### src/rtl/iterative_divider.sv
// Radix-2 restoring divider with Busy stall handshake, sits beside the ALU multiplier.
// Optional DIV_FASTPATH_EN: skip iterations when |dividend| < |divisor|.
module iterative_divider #(
  parameter int WIDTH = 32
) (
  input  logic             CLK_MUL,
  input  logic             Reset,
  input  logic             DIV_EN,
  input  logic             DIVOp,
  input  logic [WIDTH-1:0] Operand1,
  input  logic [WIDTH-1:0] Operand2,
  output logic [WIDTH-1:0] Quotient,
  output logic [WIDTH-1:0] Remainder,
  output logic             Busy
);

  localparam int CW = $clog2(WIDTH + 1);
  localparam logic [CW-1:0] LAST = CW'(WIDTH - 1);

  typedef enum logic [1:0] {
    IDLE,
    RUN,
    FIX,
    DONE
  } state_e;

  state_e           state_q;
  logic [CW-1:0]    cnt_q;
  logic [WIDTH-1:0] rem_q;
  logic [WIDTH-1:0] dq_q;
  logic [WIDTH-1:0] dvs_q;
  logic             op_q;
  logic             sa_q;
  logic             sb_q;
  logic [WIDTH-1:0] quo_q;
  logic [WIDTH-1:0] remo_q;

  logic [WIDTH-1:0] mag_a_d;
  logic [WIDTH-1:0] mag_b_d;
  logic [WIDTH:0]   sh_rem_d;
  logic [WIDTH:0]   diff_d;
  logic [WIDTH-1:0] rem_d;
  logic [WIDTH-1:0] dq_d;
  logic [WIDTH-1:0] q_fix_d;
  logic [WIDTH-1:0] r_fix_d;

  always_comb begin
    mag_a_d  = (DIVOp & Operand1[WIDTH-1]) ? -Operand1 : Operand1;
    mag_b_d  = (DIVOp & Operand2[WIDTH-1]) ? -Operand2 : Operand2;
    sh_rem_d = {rem_q, dq_q[WIDTH-1]};
    diff_d   = sh_rem_d - {1'b0, dvs_q};
    // Negative trial difference means restore the shifted remainder
    rem_d    = diff_d[WIDTH] ? sh_rem_d[WIDTH-1:0] : diff_d[WIDTH-1:0];
    dq_d     = {dq_q[WIDTH-2:0], ~diff_d[WIDTH]};
    q_fix_d  = (op_q & (sa_q ^ sb_q)) ? -dq_q : dq_q;
    r_fix_d  = (op_q & sa_q) ? -rem_q : rem_q;
  end

  assign Busy = ~Reset & ((state_q == IDLE & DIV_EN) |
                          state_q == RUN | state_q == FIX);
  assign Quotient  = quo_q;
  assign Remainder = remo_q;

  always_ff @(posedge CLK_MUL) begin
    if (Reset) begin
      state_q <= IDLE;
      cnt_q   <= '0;
      rem_q   <= '0;
      dq_q    <= '0;
      dvs_q   <= '0;
      op_q    <= 1'b0;
      sa_q    <= 1'b0;
      sb_q    <= 1'b0;
      quo_q   <= '0;
      remo_q  <= '0;
    end else begin
      case (state_q)
        IDLE: begin
          if (DIV_EN) begin
            op_q  <= DIVOp;
            sa_q  <= Operand1[WIDTH-1];
            sb_q  <= Operand2[WIDTH-1];
            cnt_q <= '0;
            dvs_q <= mag_b_d;
            if (Operand2 == '0) begin
              // Clearing op_q makes FIX pass the raw divide-by-zero result
              op_q    <= 1'b0;
              dq_q    <= '1;
              rem_q   <= Operand1;
              state_q <= FIX;
            end
`ifdef DIV_FASTPATH_EN
            else if (mag_a_d < mag_b_d) begin
              dq_q    <= '0;
              rem_q   <= mag_a_d;
              state_q <= FIX;
            end
`endif
            else begin
              dq_q    <= mag_a_d;
              rem_q   <= '0;
              state_q <= RUN;
            end
          end
        end
        RUN: begin
          if (!DIV_EN) begin
            state_q <= IDLE;
          end else begin
            rem_q <= rem_d;
            dq_q  <= dq_d;
            cnt_q <= cnt_q + 1'b1;
            if (cnt_q == LAST) state_q <= FIX;
          end
        end
        FIX: begin
          if (!DIV_EN) begin
            state_q <= IDLE;
          end else begin
            quo_q   <= q_fix_d;
            remo_q  <= r_fix_d;
            state_q <= DONE;
          end
        end
        DONE: begin
          if (!DIV_EN) state_q <= IDLE;
        end
        default: state_q <= IDLE;
      endcase
    end
  end

endmodule

### config.mk
export PLATFORM = sky130hd
export DESIGN_NAME = iterative_divider
export DESIGN_NICKNAME = d
export VERILOG_FILES = /design/src/rtl/iterative_divider.sv
export SDC_FILE = /design/constraint.sdc
export NUM_CORES = 1
export LEC_CHECK = 0
export ABC_AREA = 1
export CORE_MARGIN = 3
export CORE_UTILIZATION = 45
export CTS_CLUSTER_SIZE = 30
export DETAILED_ROUTE_END_ITERATION = 10
export PLACE_DENSITY_LB_ADDON = 0.25
export SLEW_MARGIN = 25
export SYNTH_ARGS = -nofsm -noshare
export SYNTH_HDL_FRONTEND = slang
export SYNTH_SLANG_ARGS = --single-unit
### constraint.sdc
create_clock -name CLK_MUL -period 5.19 [get_ports CLK_MUL]
set_input_delay 1.557 -clock CLK_MUL [delete_from_list [all_inputs] [get_ports CLK_MUL]]
set_output_delay 1.557 -clock CLK_MUL [all_outputs]
set_load 0.01 [all_outputs]
======== Word level (Yosys, flattened, before mapping) ========
Cells that the tools add are included.
operators by class
  add/subtract/negate cells ............... 6
  equality and inequality tests ........... 8
  multiplexer cells ....................... 24
  bitwise logic cells ..................... 11
  reduce and logical (&&, ||, !) cells .... 7
operator list
  operator             number
  $mux 32              11
  $neg 32->32          4
  $pmux 32 s2          2
  $sub 33x32->33       1
  $logic_not 32->1     1
  $mux 2               6
  $mux 6               2
  $pmux 6 s2           1
  $pmux 2 s4           1
  $add 6x1->6 const B  1
  $and 1x1->1          6
  $eq 6x5->1 const B   1
  $ne 2x2->1 const B   3
  $reduce_and 3->1     2
  $eq 2x2->1 const B   2
  $reduce_and 2->1     2
  $ne 3x2->1 const B   1
  $eq 2x1->1 const B   1
  $logic_not 2->1      1
  $not 1->1            2
  $or 1x1->1           2
  $reduce_bool 2->1    1
  $mux 1               1
  $xor 1x1->1          1
word-level totals
  register bits ........................... 171
  input bits .............................. 68
  output and inout port bits .............. 65
  word-level logic and storage cells ...... 66

======== Longest topological paths before layout ========
  depth after elaboration ................. 5
  gate-level depth with buffers ........... 19
  gate-level depth less buffers ........... 18

======== Worst setup path before layout ========
Ideal clock, no wire load.
  path kind ............................... in2out
  start ................................... input Reset
  end ..................................... output Busy
  arrival time ............................ 2.187 ns
  required time ........................... 3.633 ns
  path slack .............................. 1.446 ns
  stages on the path ...................... 3
  path buffers ............................ 2
  cell sequence ........................... clkbuf_1 > clkbuf_1 > nor3_1
between the ends
  word-level cells in the longest chain between the ends .. 2
ends and longest elaborated chain
  element          line  text
  start, declared  7     input logic Reset,
  $not 1->1        59    assign Busy = ~Reset & ((state_q == IDLE & DIV_EN) |
  $and 1x1->1      59
  end, declared    14    output logic Busy
Every way passes these cells.

======== Final worst setup path ========
  start ................................... input DIV_EN
  end ..................................... output Busy
between the ends
  word-level cells in the longest chain between the ends .. 4
ends and longest elaborated chain
  element          line  text
  start, declared  8     input logic DIV_EN,
  $and 1x1->1      59
  $or 1x1->1       59
  $or 1x1->1       60    state_q == RUN | state_q == FIX);
  $and 1x1->1      59
Every way passes these cells.

==> flow_summary.toml <==
[placed_design]
gp_congestion = 0.955
dp.final_hpwl_um = 33800
place_area_mm2 = 0.0150
io_buffers = 132

[run_status]
status = "finished, final reports clean"

[global_route]
grt_usage_pct = 27.1
grt_max_degree = 68
antenna_found_initial = 0
grt_first_pass_wirelength_um = 69600
overflow = 0
first_global_vias = 13207

[logic_synthesis]
synth.distinct_cells = 48
syn_area_mm2 = 0.0134
yosysSeqAreaShare_pct = 25.5
synth.net_count = 2402
synth_top_cell_by_area = "dfxtp_1"
synthTopCellsByArea = "dfxtp_1, nand2_1, inv_1"
synthCells = 2296
ys_ff_latch = 171
synth_area_per_cell_um2 = 5.85
synth_warnings = 0
async_reset_ff_share_pct = 0
synth_top_flop_cell = "dfxtp_1"
synth-edff-count = 0
synth_top_cell_area_share_pct = 25.5

[worst_setup_path]
cp_cell_sequence = "clkdlybuf4s50_1, nor2_1, nor3_1, clkdlybuf4s50_1"
crit_required_ns = 3.63
crit_fanout = 2
cpPeakStageDelay_ns = 0.57
cp.arrival_ns = 2.81
startpoint_type = "input pin"
cp_top_family = "buffers and inverters"
r2r_start = "state_q[0]$_SDFFE_PP0P_"
cpMostUsedCell = "clkdlybuf4s50_1"
crit_start = "DIV_EN"
timing.critical_path.buf_inv = 2
endpoint_kind = "output pin"
cp_slowest_cell = "clkdlybuf4s50_1"
crit_type = "input pin to output pin"
r2r_slack_ns = 2.25

[clocking]
cts_tree = "built"
clock_latency_ns = 0.45
cts.sinks = 171
numCtsBuffers = 17
cts_max_level = 4
cts_hold_buf = 0
cts_resized = 0
clk_pin_slew_ns = 0.08
cts_setup_buffers = 0
clk_path_buf_depth = 2
cts_root_buf = "clkbuf_16"

[layout]
fillCellCount = 3052
fin_area_mm2 = 0.0156
final_nets = 2484
layout-drive-gt1-share_pct = 5.02
syn_to_final_growth_pct = 16.3
diodes = 0

[floorplanning]
dieWidth_um = 179
start_util_pct = 46.2
num_io_pins = 133
core_mm2 = 0.0291
dieArea_mm2 = 0.0320
num_rows = 62
die_h_um = 179

[hold_path]
hp-start = "dq_q[1]$_SDFFE_PP0P_"
hold_class = "flip-flop to flip-flop"

[detailed_routing]
viasPerCell = 5.24
finalWirelength_um = 43300
drt_pre_antenna_iters = 6
vias = 14547
ant_nets = 0
drc = 0
detail_route.wl_per_cell_um = 15.6
drt_iter0_drc = 1602

[timing]
max_freq_ghz = 0.229
hold_viol_final = 0
skew_ns = 0.0148
worstMarginPinSlew_ns = 0.822
slew_viol_final = 0
period_minus_slack_ns = 4.36
period_share_pct = 84.1
max_slew_margin_pct = 45.2
finalSetupTns_ns = 0
rsz0062_at_grt = "false"
setup_viol = 0
timing.hold.ws_ns = 0.474

[power_and_ir_drop]
vdd_ir_drop_max_mv = 0.235
pwr_density_cell_mw_per_mm2 = 300
leakage_nw = 7.61

[flow_run]
drv_cap = 0
## synthesized netlist by cell type (17+ instances only)
master    instances
inv_1           400
dfxtp_1         171
ha_1             37
nand2_1         658
clkbuf_1         55
nor2_1          231
o21ai_0         162
nand3_1         125
nand4_1          21
nor3_1           25
a21oi_2          31
a21oi_1         166
xor2_1           79
buf_2            17
## state kept, by name, summed over array words and instances (netlist names)
name       flops
Quotient      32
state_q        2
dvs_q         32
rem_q         32
op_q           1
Remainder     32
sb_q           1
sa_q           1
cnt_q          6
dq_q          32
## metal layers
metal  track usage, %  vias up  part of all wire (%)  routed length, µm
met5                0        -                     0                  0
met4             5.88        0                   1.8                777
met1             40.2     6628                    49              21200
met3             2.90       54                   6.2               2700
met2             42.4      517                    43              18600
li1                 -     7348                     -                  -
## logic make-up after synthesis
family	synth area share, %
and+or+nand+nor	33.8
AOI/OAI and AO/OA	17.0
adders and majority gates	3.60
xor gates and xnor gates	5.93
buffers and inverters	14.2
DFF	25.5
## cell type report
| type | count | area (µm²) | area share (%) |
|---|---|---|---|
| multi-input combinational | 1636 | 8120 | 52.0 |
| sequential | 171 | 3420 | 21.9 |
| inverter | 407 | 1530 | 9.78 |
| timing repair buffer | 145 | 1410 | 9.05 |
| tap | 384 | 480 | 3.08 |
| clock buffer | 17 | 425 | 2.72 |
| clock inverter | 15 | 224 | 1.43 |
## power breakdown
part	leakage, nW	internal (W)	switching (W)
Sequential	1.40	0.00141	0.000110
Combinational	5.90	0.000587	0.00117
Clock	0.307	0.000711	0.000706
Total	7.61	0.00270	0.00198
## stage by stage
step	cells	utilization, %	worst slack (ns)	power (W)
4_1_cts	2775	53.7	0.828	0.00467
3_5_place_dp	2743	51.5	0.849	0.00327
2_1_floorplan	2296	-	1.45	0.00277
6_report	2775	53.7	0.827	0.00469
5_1_grt	2775	53.7	0.757	0.00500
3_3_place_gp	2743	51.5	0.834	0.00324
## path summary, 6_finish.rpt
kind                             endpoint  cells past startpoint
setup reg to reg  state_q[1]$_SDFFE_PP0P_                     10
hold reg to reg      dq_q[1]$_SDFFE_PP0P_                      2
setup / recovery                     Busy                      4
hold / removal       dq_q[1]$_SDFFE_PP0P_                      2
## worst reg2reg max path, delay by kind of cell (launching register included)
family          cells  cell delay, ns
compound gates      2            0.32
buf+inv             4            1.15
flops               1            0.72
simple gates        4            0.60
## cell usage in the layout (no fill, tap or decap), drive strengths merged
master	count
o221ai	13
a31oi	5
nor2	239
clkbuf	17
a21oi	198
o211ai	8
o31ai	3
nor3	28
a311oi	1
a221oi	2
nand4	22
and3	1
nand2	670
inv	409
buf	14
nand3	127
xnor2	12
clkinvlp	1
nor4	6
a31o	1
clkdlybuf4s50	131
and2	2
or2	2
o21bai	1
dfxtp	171
bufinv	1
nand3b	2
fa	1
o21ai	172
a211oi	1
ha	37
a21o	3
xor2	79
clkinv	11
Note: power is estimated with default switching activity, not from simulation.
